$ cat src/rtl/cadr_int_pkg.sv
// Shared types and helpers for the interrupt scheduler and other bus arbiters.
package cadr_int_pkg;

   typedef enum logic [1:0] {
      ST_IDLE = 2'd0,
      ST_ARB  = 2'd1,
      ST_PEND = 2'd2,
      ST_HOLD = 2'd3
   } int_state_e;

   localparam logic [7:0] VEC_BASE_DEF = 8'h40;
   localparam logic [7:0] SPUR_VEC_DEF = 8'h00;

   // Vector = base OR'ed with index*4; the caller truncates to its vector width.
   function automatic logic [31:0] build_vec(input logic [31:0] base, input logic [31:0] idx);
      return base | (idx << 2);
   endfunction

endpackage

$ cat src/rtl/int_sched_if.sv
// Request / vector / acknowledge bundle between devices, microcode and the scheduler.
interface int_sched_if #(
   parameter int NREQ = 8,
   parameter int VECW = 8
);
   logic [NREQ-1:0] irq;
   logic [NREQ-1:0] irq_mask;
   logic            unibus_rst;
   logic            vec_rd;
   logic            sintr;
   logic [VECW-1:0] vec;
   logic [NREQ-1:0] irq_ack;
   logic            stuck_err;

   modport master (
      output irq, irq_mask, unibus_rst, vec_rd,
      input  sintr, vec, irq_ack, stuck_err
   );

   modport slave (
      input  irq, irq_mask, unibus_rst, vec_rd,
      output sintr, vec, irq_ack, stuck_err
   );
endinterface

$ cat src/rtl/int_rr_pick.sv
// Combinational round-robin picker: first set bit of req at or after ptr, wrapping.
module int_rr_pick #(
   parameter int NREQ = 8,
   parameter int IDXW = (NREQ > 1) ? $clog2(NREQ) : 1
) (
   input  logic [NREQ-1:0] req,
   input  logic [IDXW-1:0] ptr,
   output logic [IDXW-1:0] grant,
   output logic            any
);

   logic [IDXW-1:0] idx_s;

   // Scan offsets from farthest to nearest so the nearest requester overwrites last.
   always_comb begin
      grant = '0;
      idx_s = '0;
      for (int i = NREQ - 1; i >= 0; i--) begin
         idx_s = IDXW'((32'(ptr) + 32'(i)) % 32'(NREQ));
         grant = req[idx_s] ? idx_s : grant;
      end
      any = |req;
   end

endmodule

$ cat src/rtl/int_sched.sv
// Interrupt request scheduler: synchronises and masks device requests, grants one
// by round-robin, presents its vector to microcode and tracks the device release.
module int_sched
   import cadr_int_pkg::*;
#(
   parameter int              NREQ        = 8,
   parameter int              VECW        = 8,
   parameter logic [VECW-1:0] VEC_BASE    = VECW'(VEC_BASE_DEF),
   parameter logic [VECW-1:0] SPUR_VEC    = VECW'(SPUR_VEC_DEF),
   parameter int              SYNC_STAGES = 2,
   parameter int              TMO_CYC     = 255
) (
   input  logic           clk,
   input  logic           reset,
   int_sched_if.slave     bus
);

   localparam int IDXW = (NREQ > 1) ? $clog2(NREQ) : 1;
   localparam int CNTW = 8;

   logic [NREQ-1:0] sync_q [SYNC_STAGES];
   logic [NREQ-1:0] sync_d [SYNC_STAGES];
   logic [NREQ-1:0] irq_s;
   logic [NREQ-1:0] req_s;
   logic [IDXW-1:0] grant_s;
   logic            any_s;

   int_state_e      state_q, state_d;
   logic [IDXW-1:0] win_q,   win_d;
   logic [IDXW-1:0] ptr_q,   ptr_d;
   logic [VECW-1:0] vec_q,   vec_d;
   logic            sintr_q, sintr_d;
   logic            spur_q,  spur_d;
   logic [CNTW-1:0] cnt_q,   cnt_d;
   logic            stuck_q, stuck_d;
   logic [NREQ-1:0] ack_q,   ack_d;

   assign irq_s = sync_q[SYNC_STAGES-1];
   assign req_s = irq_s & ~bus.irq_mask;

   int_rr_pick #(.NREQ(NREQ), .IDXW(IDXW)) u_pick (
      .req   (req_s),
      .ptr   (ptr_q),
      .grant (grant_s),
      .any   (any_s)
   );

   // Synchroniser shift chain.
   always_comb begin
      sync_d[0] = bus.irq;
      for (int s = 1; s < SYNC_STAGES; s++) begin
         sync_d[s] = sync_q[s-1];
      end
   end

   // Next-state logic; PEND/HOLD watch the raw synchronised line so a mask change
   // cannot withdraw a grant already made.
   always_comb begin
      state_d = state_q;
      win_d   = win_q;
      ptr_d   = ptr_q;
      vec_d   = vec_q;
      sintr_d = sintr_q;
      spur_d  = spur_q;
      cnt_d   = cnt_q;
      stuck_d = stuck_q;
      ack_d   = '0;
      if (bus.unibus_rst) begin
         state_d = ST_IDLE;
         sintr_d = 1'b0;
         vec_d   = '0;
         spur_d  = 1'b0;
         cnt_d   = '0;
      end else begin
         case (state_q)
            ST_IDLE: begin
               if (|req_s) begin
                  state_d = ST_ARB;
               end else begin
                  state_d = ST_IDLE;
               end
            end
            ST_ARB: begin
               if (any_s) begin
                  win_d   = grant_s;
                  ptr_d   = (grant_s == IDXW'(NREQ - 1)) ? '0 : grant_s + IDXW'(1);
                  vec_d   = VECW'(build_vec(32'(VEC_BASE), 32'(grant_s)));
                  spur_d  = 1'b0;
                  sintr_d = 1'b1;
                  state_d = ST_PEND;
               end else begin
                  state_d = ST_IDLE;
               end
            end
            ST_PEND: begin
               if (bus.vec_rd) begin
                  sintr_d = 1'b0;
                  if (spur_q) begin
                     spur_d  = 1'b0;
                     state_d = ST_IDLE;
                  end else begin
                     ack_d   = {{(NREQ-1){1'b0}}, 1'b1} << win_q;
                     cnt_d   = '0;
                     state_d = ST_HOLD;
                  end
               end else if (!irq_s[win_q]) begin
                  spur_d = 1'b1;
                  vec_d  = SPUR_VEC;
               end else begin
                  spur_d = spur_q;
               end
            end
            ST_HOLD: begin
               if (!irq_s[win_q]) begin
                  state_d = ST_IDLE;
               end else if (cnt_q == CNTW'(TMO_CYC)) begin
                  stuck_d = 1'b1;
                  state_d = ST_IDLE;
               end else begin
                  cnt_d = cnt_q + CNTW'(1);
               end
            end
            default: begin
               state_d = ST_IDLE;
            end
         endcase
      end
   end

   // State and output registers.
   always_ff @(posedge clk) begin
      if (reset) begin
         for (int s = 0; s < SYNC_STAGES; s++) begin
            sync_q[s] <= '0;
         end
         state_q <= ST_IDLE;
         win_q   <= '0;
         ptr_q   <= '0;
         vec_q   <= '0;
         sintr_q <= 1'b0;
         spur_q  <= 1'b0;
         cnt_q   <= '0;
         stuck_q <= 1'b0;
         ack_q   <= '0;
      end else begin
         sync_q  <= sync_d;
         state_q <= state_d;
         win_q   <= win_d;
         ptr_q   <= ptr_d;
         vec_q   <= vec_d;
         sintr_q <= sintr_d;
         spur_q  <= spur_d;
         cnt_q   <= cnt_d;
         stuck_q <= stuck_d;
         ack_q   <= ack_d;
      end
   end

   assign bus.sintr     = sintr_q;
   assign bus.vec       = vec_q;
   assign bus.irq_ack   = ack_q;
   assign bus.stuck_err = stuck_q;

endmodule

$ cat src/flat_wrapper.sv
// flat-port wrapper written by rule: the top's interface ports become plain ports
module int_sched_flat import cadr_int_pkg::*;
#(
   parameter int              NREQ        = 8,
   parameter int              VECW        = 8,
   parameter logic [VECW-1:0] VEC_BASE    = VECW'(VEC_BASE_DEF),
   parameter logic [VECW-1:0] SPUR_VEC    = VECW'(SPUR_VEC_DEF),
   parameter int              SYNC_STAGES = 2,
   parameter int              TMO_CYC     = 255
)
  (clk, reset, bus_irq, bus_irq_mask, bus_unibus_rst, bus_vec_rd, bus_sintr, bus_vec, bus_irq_ack, bus_stuck_err);
  int_sched_if #(.NREQ(NREQ), .VECW(VECW)) bus_i ();
  input  logic clk;
  input  logic reset;
  input wire logic [$bits(bus_i.irq)-1:0] bus_irq;
  input wire logic [$bits(bus_i.irq_mask)-1:0] bus_irq_mask;
  input wire logic [$bits(bus_i.unibus_rst)-1:0] bus_unibus_rst;
  input wire logic [$bits(bus_i.vec_rd)-1:0] bus_vec_rd;
  output wire logic [$bits(bus_i.sintr)-1:0] bus_sintr;
  output wire logic [$bits(bus_i.vec)-1:0] bus_vec;
  output wire logic [$bits(bus_i.irq_ack)-1:0] bus_irq_ack;
  output wire logic [$bits(bus_i.stuck_err)-1:0] bus_stuck_err;
  assign bus_i.irq = bus_irq;
  assign bus_i.irq_mask = bus_irq_mask;
  assign bus_i.unibus_rst = bus_unibus_rst;
  assign bus_i.vec_rd = bus_vec_rd;
  assign bus_sintr = bus_i.sintr;
  assign bus_vec = bus_i.vec;
  assign bus_irq_ack = bus_i.irq_ack;
  assign bus_stuck_err = bus_i.stuck_err;
  int_sched #(.NREQ(NREQ), .VECW(VECW), .VEC_BASE(VEC_BASE), .SPUR_VEC(SPUR_VEC), .SYNC_STAGES(SYNC_STAGES), .TMO_CYC(TMO_CYC)) u_core (.clk(clk), .reset(reset), .bus(bus_i));
endmodule
$ cat config.mk
export PLATFORM = sky130hd
export DESIGN_NAME = int_sched_flat
export DESIGN_NICKNAME = d
export VERILOG_FILES = /design/src/rtl/cadr_int_pkg.sv /design/src/rtl/int_sched_if.sv /design/src/rtl/int_rr_pick.sv /design/src/rtl/int_sched.sv /design/src/flat_wrapper.sv
export SDC_FILE = /design/constraint.sdc
export NUM_CORES = 1
export LEC_CHECK = 0
export CORE_MARGIN = 3
export CORE_UTILIZATION = 57
export CTS_BUF_LIST = sky130_fd_sc_hd__clkbuf_8 sky130_fd_sc_hd__clkbuf_16
export DETAILED_ROUTE_END_ITERATION = 10
export GPL_TIMING_DRIVEN = 0
export HOLD_SLACK_MARGIN = 0.05
export PLACE_DENSITY = 0.82
export SLEW_MARGIN = 40
export SYNTH_ARGS = -nofsm -noshare
export SYNTH_HDL_FRONTEND = slang
export SYNTH_SLANG_ARGS = --single-unit
$ cat constraint.sdc
create_clock -name clk -period 5.9 [get_ports clk]
set_input_delay 0.59 -clock clk [delete_from_list [all_inputs] [get_ports clk]]
set_output_delay 0.59 -clock clk [all_outputs]
set_load 0.02 [all_outputs]
After elaboration in Yosys (flattened, before gate mapping)
Cells that the tools add are included.
{"block": "word_totals", "out_inout_bits": 18, "elab_cells": 112, "regBits": 51, "in_bits": 20}
{"block": "op_classes", "n_addsub": 9, "n_reduce_logical": 13, "n_shift": 1, "n_lt_le_gt_ge": 9, "eq_ne": 14, "bitwise": 5, "n_mux": 50}
{"op": "$mux W8", "count": 7}
{"op": "$lt A3 B4 Y1 const B", "count": 9}
{"op": "$pmux W8 S2", "count": 2}
{"op": "$bmux W1 S3", "count": 9}
{"op": "$mux W3", "count": 9}
{"op": "$mux W1", "count": 15}
{"op": "$add A3 B3 Y3 const B", "count": 4}
{"op": "$mux W2", "count": 5}
{"op": "$ne A2 B2 Y1 const B", "count": 5}
{"op": "$reduce_and A3 Y1", "count": 3}
{"op": "$add A8 B1 Y8 const B", "count": 1}
{"op": "$and A8 B8 Y8", "count": 1}
{"op": "$eq A8 B8 Y1 const B", "count": 1}
{"op": "$not A8 Y8", "count": 1}
{"op": "$pmux W2 S4", "count": 1}
{"op": "$reduce_and A4 Y1", "count": 2}
{"op": "$reduce_or A8 Y1", "count": 1}
{"op": "$shl A1 B3 Y8 const A", "count": 1}
{"op": "$add A3 B1 Y3 const B", "count": 2}
{"op": "$add A3 B2 Y3 const B", "count": 2}
{"op": "$ne A3 B3 Y1 const B", "count": 2}
{"op": "$reduce_and A5 Y1", "count": 1}
{"op": "$reduce_or A5 Y1", "count": 1}
{"op": "$eq A2 B2 Y1 const B", "count": 2}
{"op": "other kinds (9)", "count": 14}

Logic depth before layout (Yosys ltp)
Gate-level depths: netlist of the first run.
{"block": "depth", "word_depth": 14, "ltp_mapped": 15, "ltp_nobuf": 14}

Cells and area by module
Synthesis of the first run repeated with hierarchy kept, for this count alone.
{"block": "hier_totals", "hier_cells": 290, "area_unflattened_um2": 2711.4}
{"module": "int_sched", "cells_per_inst": 205, "n_inst": 1, "area_each_um2": 1919.3, "seq_area_each_um2": 940.9}
{"module": "int_rr_pick", "cells_per_inst": 85, "n_inst": 1, "area_each_um2": 792.0, "seq_area_each_um2": 0.0}

Worst setup path before layout of the first run
Ideal clock, no wire load.
{"block": "synth_timing", "kind": "register to register", "startpoint": "reg u_core.ptr_q[0]", "endpoint": "reg u_core.ptr_q[0]", "path_buffers": 2, "t_required_ns": 5.770, "stages_incl_launch_ff": 16, "path_slack_ns": 2.503, "synth_period_minus_slack_ns": 3.397, "setup_time_ns": 0.130, "t_arrival_ns": 3.266, "path_cell_list": "dfxtp_1 inv_1 buf_4 ha_1 buf_4 clkinv_1 mux4_2 or4_4 a2111oi_4 nor3_1 nor2_1 ha_1 ha_1 nor4_1 o21ai_0 o32ai_1"}
{"block": "synth_via", "elab_chain_len": 13, "word_cells_on_any_way": 34, "cone_classes": "add/sub (8); eq/ne (1); mux (25)"}
{"item": "from (decl)", "line_no": "int_sched.sv:30", "text": "logic [IDXW-1:0] ptr_q, ptr_d;"}
{"item": "from (signal assigned)", "line_no": "int_sched.sv:149", "text": "ptr_q <= ptr_d;"}
{"item": "$add A3 B3 Y3", "line_no": "int_rr_pick.sv:19", "text": "idx_s = IDXW'((32'(ptr) + 32'(i)) % 32'(NREQ));"}
{"item": "$bmux W1 S3", "line_no": "int_rr_pick.sv:20", "text": "grant = req[idx_s] ? idx_s : grant;"}
{"item": "$mux W1 (implied by the code)", "line_no": "int_rr_pick.sv:20"}
{"item": "$mux W3 (7 in a row)", "line_no": "int_rr_pick.sv:20"}
{"item": "$mux W3 *", "line_no": "int_rr_pick.sv:20"}
{"item": "named net u_core.grant_s[1]", "line_no": "int_sched.sv:25", "text": "logic [IDXW-1:0] grant_s;"}
{"item": "$eq A3 B3 Y1 *", "line_no": "int_sched.sv:86", "text": "ptr_d = (grant_s == IDXW'(NREQ - 1)) ? '0 : grant_s + IDXW'(1);"}
{"item": "$mux W3 *", "line_no": "int_sched.sv:86"}
The timed path passes the listed nets; every way through them passes the cells marked *. The select of a mux whose other input is x is not followed.
A chain may end at the register's enable or synchronous reset.

Final worst setup path of the first run
{"block": "layout_timing", "startpoint": "reg u_core.ptr_q[0]", "endpoint": "reg u_core.ptr_q[0]"}
{"block": "layout_via", "elab_chain_len": 13, "word_cells_on_any_way": 34, "cone_classes": "add/sub (8); eq/ne (1); mux (25)"}
{"item": "$add A3 B3 Y3", "line_no": "int_rr_pick.sv:19"}
{"item": "$bmux W1 S3", "line_no": "int_rr_pick.sv:20"}
{"item": "$mux W1 (implied by the code)", "line_no": "int_rr_pick.sv:20"}
{"item": "$mux W3 (7 in a row)", "line_no": "int_rr_pick.sv:20"}
{"item": "$mux W3 *", "line_no": "int_rr_pick.sv:20"}
{"item": "named net u_core.grant_s[0]", "line_no": "int_sched.sv:25"}
{"item": "$add A3 B1 Y3 / $eq A3 B3 Y1 (equally long branches)", "line_no": "int_sched.sv:86"}
{"item": "$mux W3 *", "line_no": "int_sched.sv:86"}
Marked as above.

==> results.json, run 1 <==
{
  "drive_gt1_share_pct": 13.0,
  "p_int_uw": 496,
  "avgSynthCellArea_sq_um": 8.80,
  "grt_use_total_pct": 23.7,
  "synth_cell_type_count": 57,
  "finalCritPeriodShare_pct": 68.6,
  "clk_pin_slew_worst_paths_ps": 90,
  "row_count": 25,
  "crit_family": "multiplexers",
  "hold-path-endpoint": "u_core.irq_s[1]",
  "gr-total-overflow": 0,
  "power_leakage_uw": 0.00126,
  "worstPathCellList": "inv_1 -> buf_4 -> ha_1 -> xnor2_1 -> mux4_2 -> mux2i_1 -> a31o_2 -> a211oi_1 -> nor3_2 -> inv_1 -> ha_1 -> ha_1 -> o31a_1 -> o32ai_1",
  "buffer_ports.inserted": 32,
  "ff_latch_area_sq_um": 941,
  "drv_cap": 0,
  "worstReg2RegEnd": "u_core.ptr_q[0]",
  "tns_ps": 0,
  "syn_inst": 343,
  "fin_area_sq_um": 3550,
  "cp_max_fo": 10,
  "fin_crit_ps": 4040,
  "synth_top_family_by_area": "simple AND/OR/NAND/NOR gates",
  "synth-adder-area-share_pct": 3.73,
  "setup_violations": 0,
  "ant_nets": 0,
  "cts_max_level": 2,
  "worstMarginPinSlew_ps": 587,
  "synth_warnings": 0,
  "multiInputGateArea_sq_um": 1920,
  "ctsHoldBuffers": 0,
  "rsz0062_at_grt": "false",
  "cts_tree": "yes",
  "peakVddDrop_uv": 176,
  "final_hold_viol_count": 0,
  "vias": 2688,
  "status": "finished, final reports clean",
  "cts_resized": 0,
  "dp_hpwl_um": 5380,
  "cts_sinks": 47,
  "grt_pass1_vias": 2502,
  "synth_flop_cell": "dfxtp_1",
  "hold_path_class": "reg -> reg",
  "rr_worst_depth": 14,
  "rrSetupSlack_ps": 1860,
  "crit_type": "reg -> reg",
  "fp.dieH_um": 78.8,
  "n_fill_cell": 404,
  "cts_root_buffer": "clkbuf_8",
  "ys_async_sr_fraction_pct": 0,
  "area_growth_pct": 17.6,
  "synthSimpleGateAreaFrac_pct": 24.8,
  "avgViaCountPerCell": 5.93,
  "numCtsBuffers": 5,
  "seq_power_share_pct": 49.3,
  "drtIter0Drc": 246,
  "p_total_uw": 665,
  "ys_seq_elements": 47,
  "first_pass_iters": 5,
  "post_dp_cell_area_sq_um": 3430,
  "layout.nets": 414,
  "p_comb_share_pct": 14.1,
  "arrival_ps": 4250,
  "synth_edf_count": 0,
  "worstHoldStart": "u_core.sync_d[1]",
  "critPathBufInv": 3,
  "grt_pass1_wl_um": 11600,
  "wl_per_cell_um": 15.6,
  "num_antenna_cells": 0,
  "crit_path_frequent_cell": "ha_1",
  "yosysSeqAreaShare_pct": 31.2,
  "synth-xor-area-share_pct": 2.61,
  "rr_startpoint": "u_core.ptr_q[0]",
  "slew_headroom_pct": 59.8,
  "synth_compound_area_share_pct": 14.8,
  "routabilityCongestion": 0.963,
  "initial_core_util_pct": 61.5,
  "p_per_area_nw_per_um2": 187,
  "post_cts_buffers": 0,
  "pwr-share-clk_pct": 36.7,
  "critPathLaunchType": "flop",
  "wirelength_um": 7070,
  "synthMuxAreaShare_pct": 17.2,
  "grt_start_max_net_pins": 17,
  "grt_antenna_before_repair": 0,
  "fin_skew_ps": 15.5,
  "whs_path_depth": 1,
  "ioPinCount": 38,
  "drc": 0,
  "switching_share_pct": 25.3,
  "cp-end-kind": "flop",
  "critPathSlowestCell": "dfxtp_1",
  "fp.dieW_um": 78.8,
  "p_sw_uw": 169,
  "netlist_area_sq_um": 3020,
  "crit_path_max_incr_delay_ps": 490,
  "crit_required_ps": 6110,
  "dieArea_sq_um": 6200,
  "clockBufferDepth": 2,
  "slew_viol_final": 0,
  "core_sq_um": 4910,
  "clkLatencyLatePin_ps": 310,
  "fmax_ghz": 0.247
}
[sequential cells by signal (all words and copies together), names as in the netlist]
| name | cells |
|---|---|
| u_core.bus.vec | 4 |
| u_core.irq_s | 8 |
| u_core.win_q | 3 |
| u_core.bus.sintr | 1 |
| u_core.spur_q | 1 |
| u_core.bus.stuck_err | 1 |
| u_core.ptr_q | 3 |
| u_core.sync_d | 8 |
| u_core.state_q | 2 |
| u_core.cnt_q | 8 |
| u_core.bus.irq_ack | 8 |
[per-layer routing]
| layer | global-route usage [%] | up-vias | wire length, um |
|---|---|---|---|
| li1 | - | 1299 | - |
| met1 | 31.2 | 1255 | 3050 |
| met2 | 40.1 | 122 | 3440 |
| met3 | 4.08 | 12 | 494 |
| met4 | 6.64 | 0 | 86 |
| met5 | 0 | - | 0 |
[Yosys cell counts (5+ instances only)]
cell type  instances  share of area [%]
mux4_2            14                 10
nand4_1            5                1.0
nand2_1           20                2.5
a21oi_1           16                2.7
clkbuf_1          11                1.4
xor2_1             5                1.5
nor2b_1           23                4.8
inv_1             11                1.4
o21ai_0           17                2.8
dfxtp_1           47                 31
nand3b_1           5                1.2
nor2_1            44                5.5
buf_4              6                1.5
ha_1               9                3.7
mux2i_1           17                5.6
nand2b_1          15                3.1
nor3_1             8                1.3
[stage by stage]
step	hold slack (ps)	util [%]	std cells	setup slack [ps]
3_5_place_dp	424	69.9	445	1910
5_1_grt	461	72.3	453	1560
6_report	441	72.3	453	1860
4_1_cts	447	72.3	453	1900
3_3_place_gp	416	69.9	445	2010
2_1_floorplan	414	-	346	2500
[cell families after synthesis]
| family | count (synthesis) |
|---|---|
| buffers and inverters | 35 |
| adders and majority gates | 9 |
| DFF | 47 |
| muxes | 34 |
| other | 1 |
| xor gates and xnor gates | 9 |
| AOI/OAI and AO/OA | 64 |
| and+or+nand+nor | 144 |
[worst max path at each step]
stage	endpoint	slack [ps]	depth (start not counted)	startpoint
4_1_cts	u_core.ptr_q[0]	1900	14	u_core.ptr_q[0]
3_5_place_dp	u_core.ptr_q[0]	1910	13	bus_irq_mask[5]
2_1_floorplan	u_core.ptr_q[0]	2500	15	u_core.ptr_q[0]
3_3_place_gp	u_core.ptr_q[0]	2010	13	bus_irq_mask[5]
6_report	u_core.ptr_q[0]	1860	14	u_core.ptr_q[0]
5_1_grt	u_core.ptr_q[0]	1560	14	u_core.ptr_q[0]
[power by group through the flow]
| stage | Combinational [uW] | Sequential (uW) | Clock (uW) |
|---|---|---|---|
| floorplan | 63.8 | 334 | 0 |
| global placement | 90.1 | 334 | 0 |
| detailed placement | 91.7 | 335 | 0 |
| CTS | 92.4 | 327 | 245 |
| global route | 102 | 328 | 261 |
| finish | 93.5 | 327 | 244 |
[cells in the final DEF (no fill, tap or decap), types with 2 or more instances in the layout]
master / instances
a31oi_1: 2
o21ai_0: 17
o31ai_1: 2
nor4_1: 3
xnor2_1: 4
nand3_1: 4
nor2_1: 44
ha_1: 9
clkbuf_8: 5
mux2i_1: 17
o22ai_1: 2
and2_1: 2
clkbuf_1: 11
dfxtp_1: 47
nand3b_1: 5
clkdlybuf4s50_1: 32
nand2_1: 20
inv_1: 11
mux4_2: 14
conb_1: 4
o32ai_1: 2
or2_2: 4
or3b_2: 2
nand2b_1: 15
xor2_1: 5
a211oi_1: 3
nand4_1: 5
buf_4: 6
buf_2: 4
a221oi_1: 2
mux2_2: 3
nor2b_1: 23
a21o_1: 2
a21oi_1: 16
nor3_1: 8
or3_1: 3
and3_1: 3
[layout make-up]
| type | count | area share (%) |
|---|---|---|
| Sequential cell | 47 | 26.5 |
| Inverter | 12 | 1.27 |
| Multi-Input combinational cell | 264 | 54.2 |
| Buffer | 23 | 3.42 |
| Tap cell | 67 | 2.36 |
| Timing Repair Buffer | 32 | 9.03 |
| Clock inverter | 3 | 1.30 |
| Clock buffer | 5 | 1.94 |
No activity file was read; power rests on OpenSTA's default activity.
==> inputs of run 2 (changes only) <==
--- a/config.mk
+++ b/config.mk
@@ -6,12 +6,12 @@
 export NUM_CORES = 1
 export LEC_CHECK = 0
 export CORE_MARGIN = 3
-export CORE_UTILIZATION = 57
+export CORE_UTILIZATION = 56
 export CTS_BUF_LIST = sky130_fd_sc_hd__clkbuf_8 sky130_fd_sc_hd__clkbuf_16
 export DETAILED_ROUTE_END_ITERATION = 10
 export GPL_TIMING_DRIVEN = 0
 export HOLD_SLACK_MARGIN = 0.05
-export PLACE_DENSITY = 0.82
+export PLACE_DENSITY = 0.8
 export SLEW_MARGIN = 40
 export SYNTH_ARGS = -nofsm -noshare
 export SYNTH_HDL_FRONTEND = slang
==> constraint.sdc (replaced) <==
create_clock -name clk -period 4 [get_ports clk]
set_input_delay 0.4 -clock clk [delete_from_list [all_inputs] [get_ports clk]]
set_output_delay 0.4 -clock clk [all_outputs]
set_load 0.02 [all_outputs]
==> run 2 against run 1 <==
Against the previous run:
- utilization shrank 3.3 points
- maximum frequency rose by 9.0%
- final cell count rose by 0.44%
- sequential cell count is the same
- cell area is 0.46% higher
- via count is 0.74% lower
- worst setup slack got worse by 1600 ps
- clock power grew 47%
- clock-buffer cell count did not move
==> results.json, run 2 (synthesized netlist as in run 1, its figures left out) <==
{
  "crit_path_frequent_cell": "ha_1",
  "drc": 0,
  "wl_met3_um": 499,
  "critPathBufInv": 4,
  "worstHoldStart": "u_core.sync_d[2]",
  "worstPathCellList": "inv_1 -> buf_4 -> ha_1 -> buf_4 -> clkinvlp_4 -> mux4_2 -> or4_4 -> a2111oi_4 -> nor3_1 -> nor2_1 -> ha_1 -> ha_1 -> nor4_1 -> o21ai_0 -> o32ai_1",
  "cp-end-kind": "flop",
  "wirelength_um": 7090,
  "drive_gt1_share_pct": 14.0,
  "wl_per_cell_um": 15.6,
  "routabilityCongestion": 1.00,
  "avgViaCountPerCell": 5.86,
  "fin_crit_ps": 3710,
  "ioPinCount": 38,
  "post-place-ws_ps": 115,
  "slew_viol_final": 0,
  "worstMarginPinSlew_ps": 606,
  "slew_headroom_pct": 59.2,
  "cp_max_fo": 10,
  "gr-total-overflow": 0,
  "timing.final.ws_setup_ps": 288,
  "area_growth_pct": 18.1,
  "drv_cap": 0,
  "initial_core_util_pct": 58.3,
  "cts_max_level": 2,
  "fmax_ghz": 0.269,
  "buffer_ports.inserted": 32,
  "tns_ps": 0,
  "vias": 2668,
  "cts_tree": "yes",
  "wl_met2_um": 3320,
  "crit_path_max_incr_delay_ps": 560,
  "drtIter0Drc": 293,
  "dp.cells": 448,
  "grt_start_max_net_pins": 17,
  "crit_required_ps": 4200,
  "final_common_cell": "dfxtp_1",
  "wl_met1_um": 3080,
  "first_pass_iters": 4,
  "hold_path_class": "reg -> reg",
  "clk_pin_slew_worst_paths_ps": 100,
  "power_leakage_uw": 0.00127,
  "fin_skew_ps": 18.5,
  "grt_pass1_wl_um": 11800,
  "dieArea_sq_um": 6310,
  "critPathLaunchType": "flop",
  "final_cells": 455,
  "rsz0062_at_grt": "false",
  "critPathLaunch": "u_core.ptr_q[0]",
  "final_hold_viol_count": 0,
  "row_count": 26,
  "post_cts_buffers": 0,
  "critPathSlowestCell": "mux4_2",
  "num_antenna_cells": 0,
  "layout.nets": 413,
  "rr_startpoint": "u_core.ptr_q[0]",
  "fp.dieW_um": 79.4,
  "finalCritPeriodShare_pct": 92.8,
  "p_per_area_nw_per_um2": 275,
  "crit_family": "simple AND/OR/NAND/NOR gates",
  "setup_violations": 0,
  "status": "finished, final reports clean",
  "dp_hpwl_um": 5340,
  "clkLatencyLatePin_ps": 320,
  "core_sq_um": 5170,
  "grt_pass1_vias": 2495,
  "final_cell_mix": "dfxtp_1, nor2_1, clkdlybuf4s50_1",
  "ant_nets": 0,
  "clockBufferDepth": 2,
  "cts_sinks": 47,
  "peakVddDrop_uv": 303,
  "crit_type": "reg -> reg",
  "fp.dieH_um": 79.4,
  "top_layer": "met4",
  "numCtsBuffers": 5,
  "grt_antenna_before_repair": 0,
  "grt_use_total_pct": 23.9,
  "cts_root_buffer": "clkbuf_8",
  "arrival_ps": 3910
}
run 2: worst paths after layout:
check                    endpoint  slack [ps]  cells after the start
setup / recovery  u_core.ptr_q[0]         290                     15
hold reg to reg   u_core.irq_s[2]         440                      1
hold / removal    u_core.irq_s[2]         440                      1
setup reg to reg  u_core.ptr_q[0]         290                     15
run 2: area by class of cell:
class / count / area [sq um]
buffer: 22 / 118
clock buffer: 5 / 68.8
clock inverter: 3 / 46.3
fill: 437 / 1610
inverter: 12 / 48.8
multi-input combinational: 264 / 1930
sequential: 47 / 942
tap: 70 / 87.6
timing repair buffer: 32 / 320
run 2: metal layers:
metal  up-vias  GRT usage (%)
met1      1248           31.9
met4         0           9.11
li1       1303              -
met2       102           38.3
met3        15           4.74
met5         -              0
run 2: what timing repair did:
action	CTS	global route
resized for setup	0	4
endpoints found under the setup margin	0	2
hold buffers	0	0
run 2: per-stage QoR:
| step | total power [uW] | area [sq um] | utilization (%) | hold slack [ps] |
|---|---|---|---|---|
| finish | 980 | 3560 | 68.9 | 441 |
| global route | 1020 | 3560 | 68.9 | 471 |
| CTS | 983 | 3550 | 68.7 | 444 |
| detailed placement | 629 | 3440 | 66.4 | 424 |
| global placement | 627 | 3440 | 66.4 | 416 |
| floorplan | 587 | 3030 | - | 414 |
run 2: where the power goes:
group / internal, uW / switching, uW / leakage (uW) / total, uW
Sequential: 478 / 5.03 / 0.000383 / 483
Clock: 188 / 170 / 0.0000548 / 358
Combinational: 66.9 / 71.9 / 0.000831 / 139
run 2: worst register-to-register path, delay by kind of cell, from the launching register on:
family / cells / cell delay (ps)
buffers and inverters: 4 / 640
adders and majority gates: 3 / 630
DFF: 1 / 430
AOI/OAI and AO/OA: 3 / 540
and+or+nand+nor: 4 / 800
muxes: 1 / 560
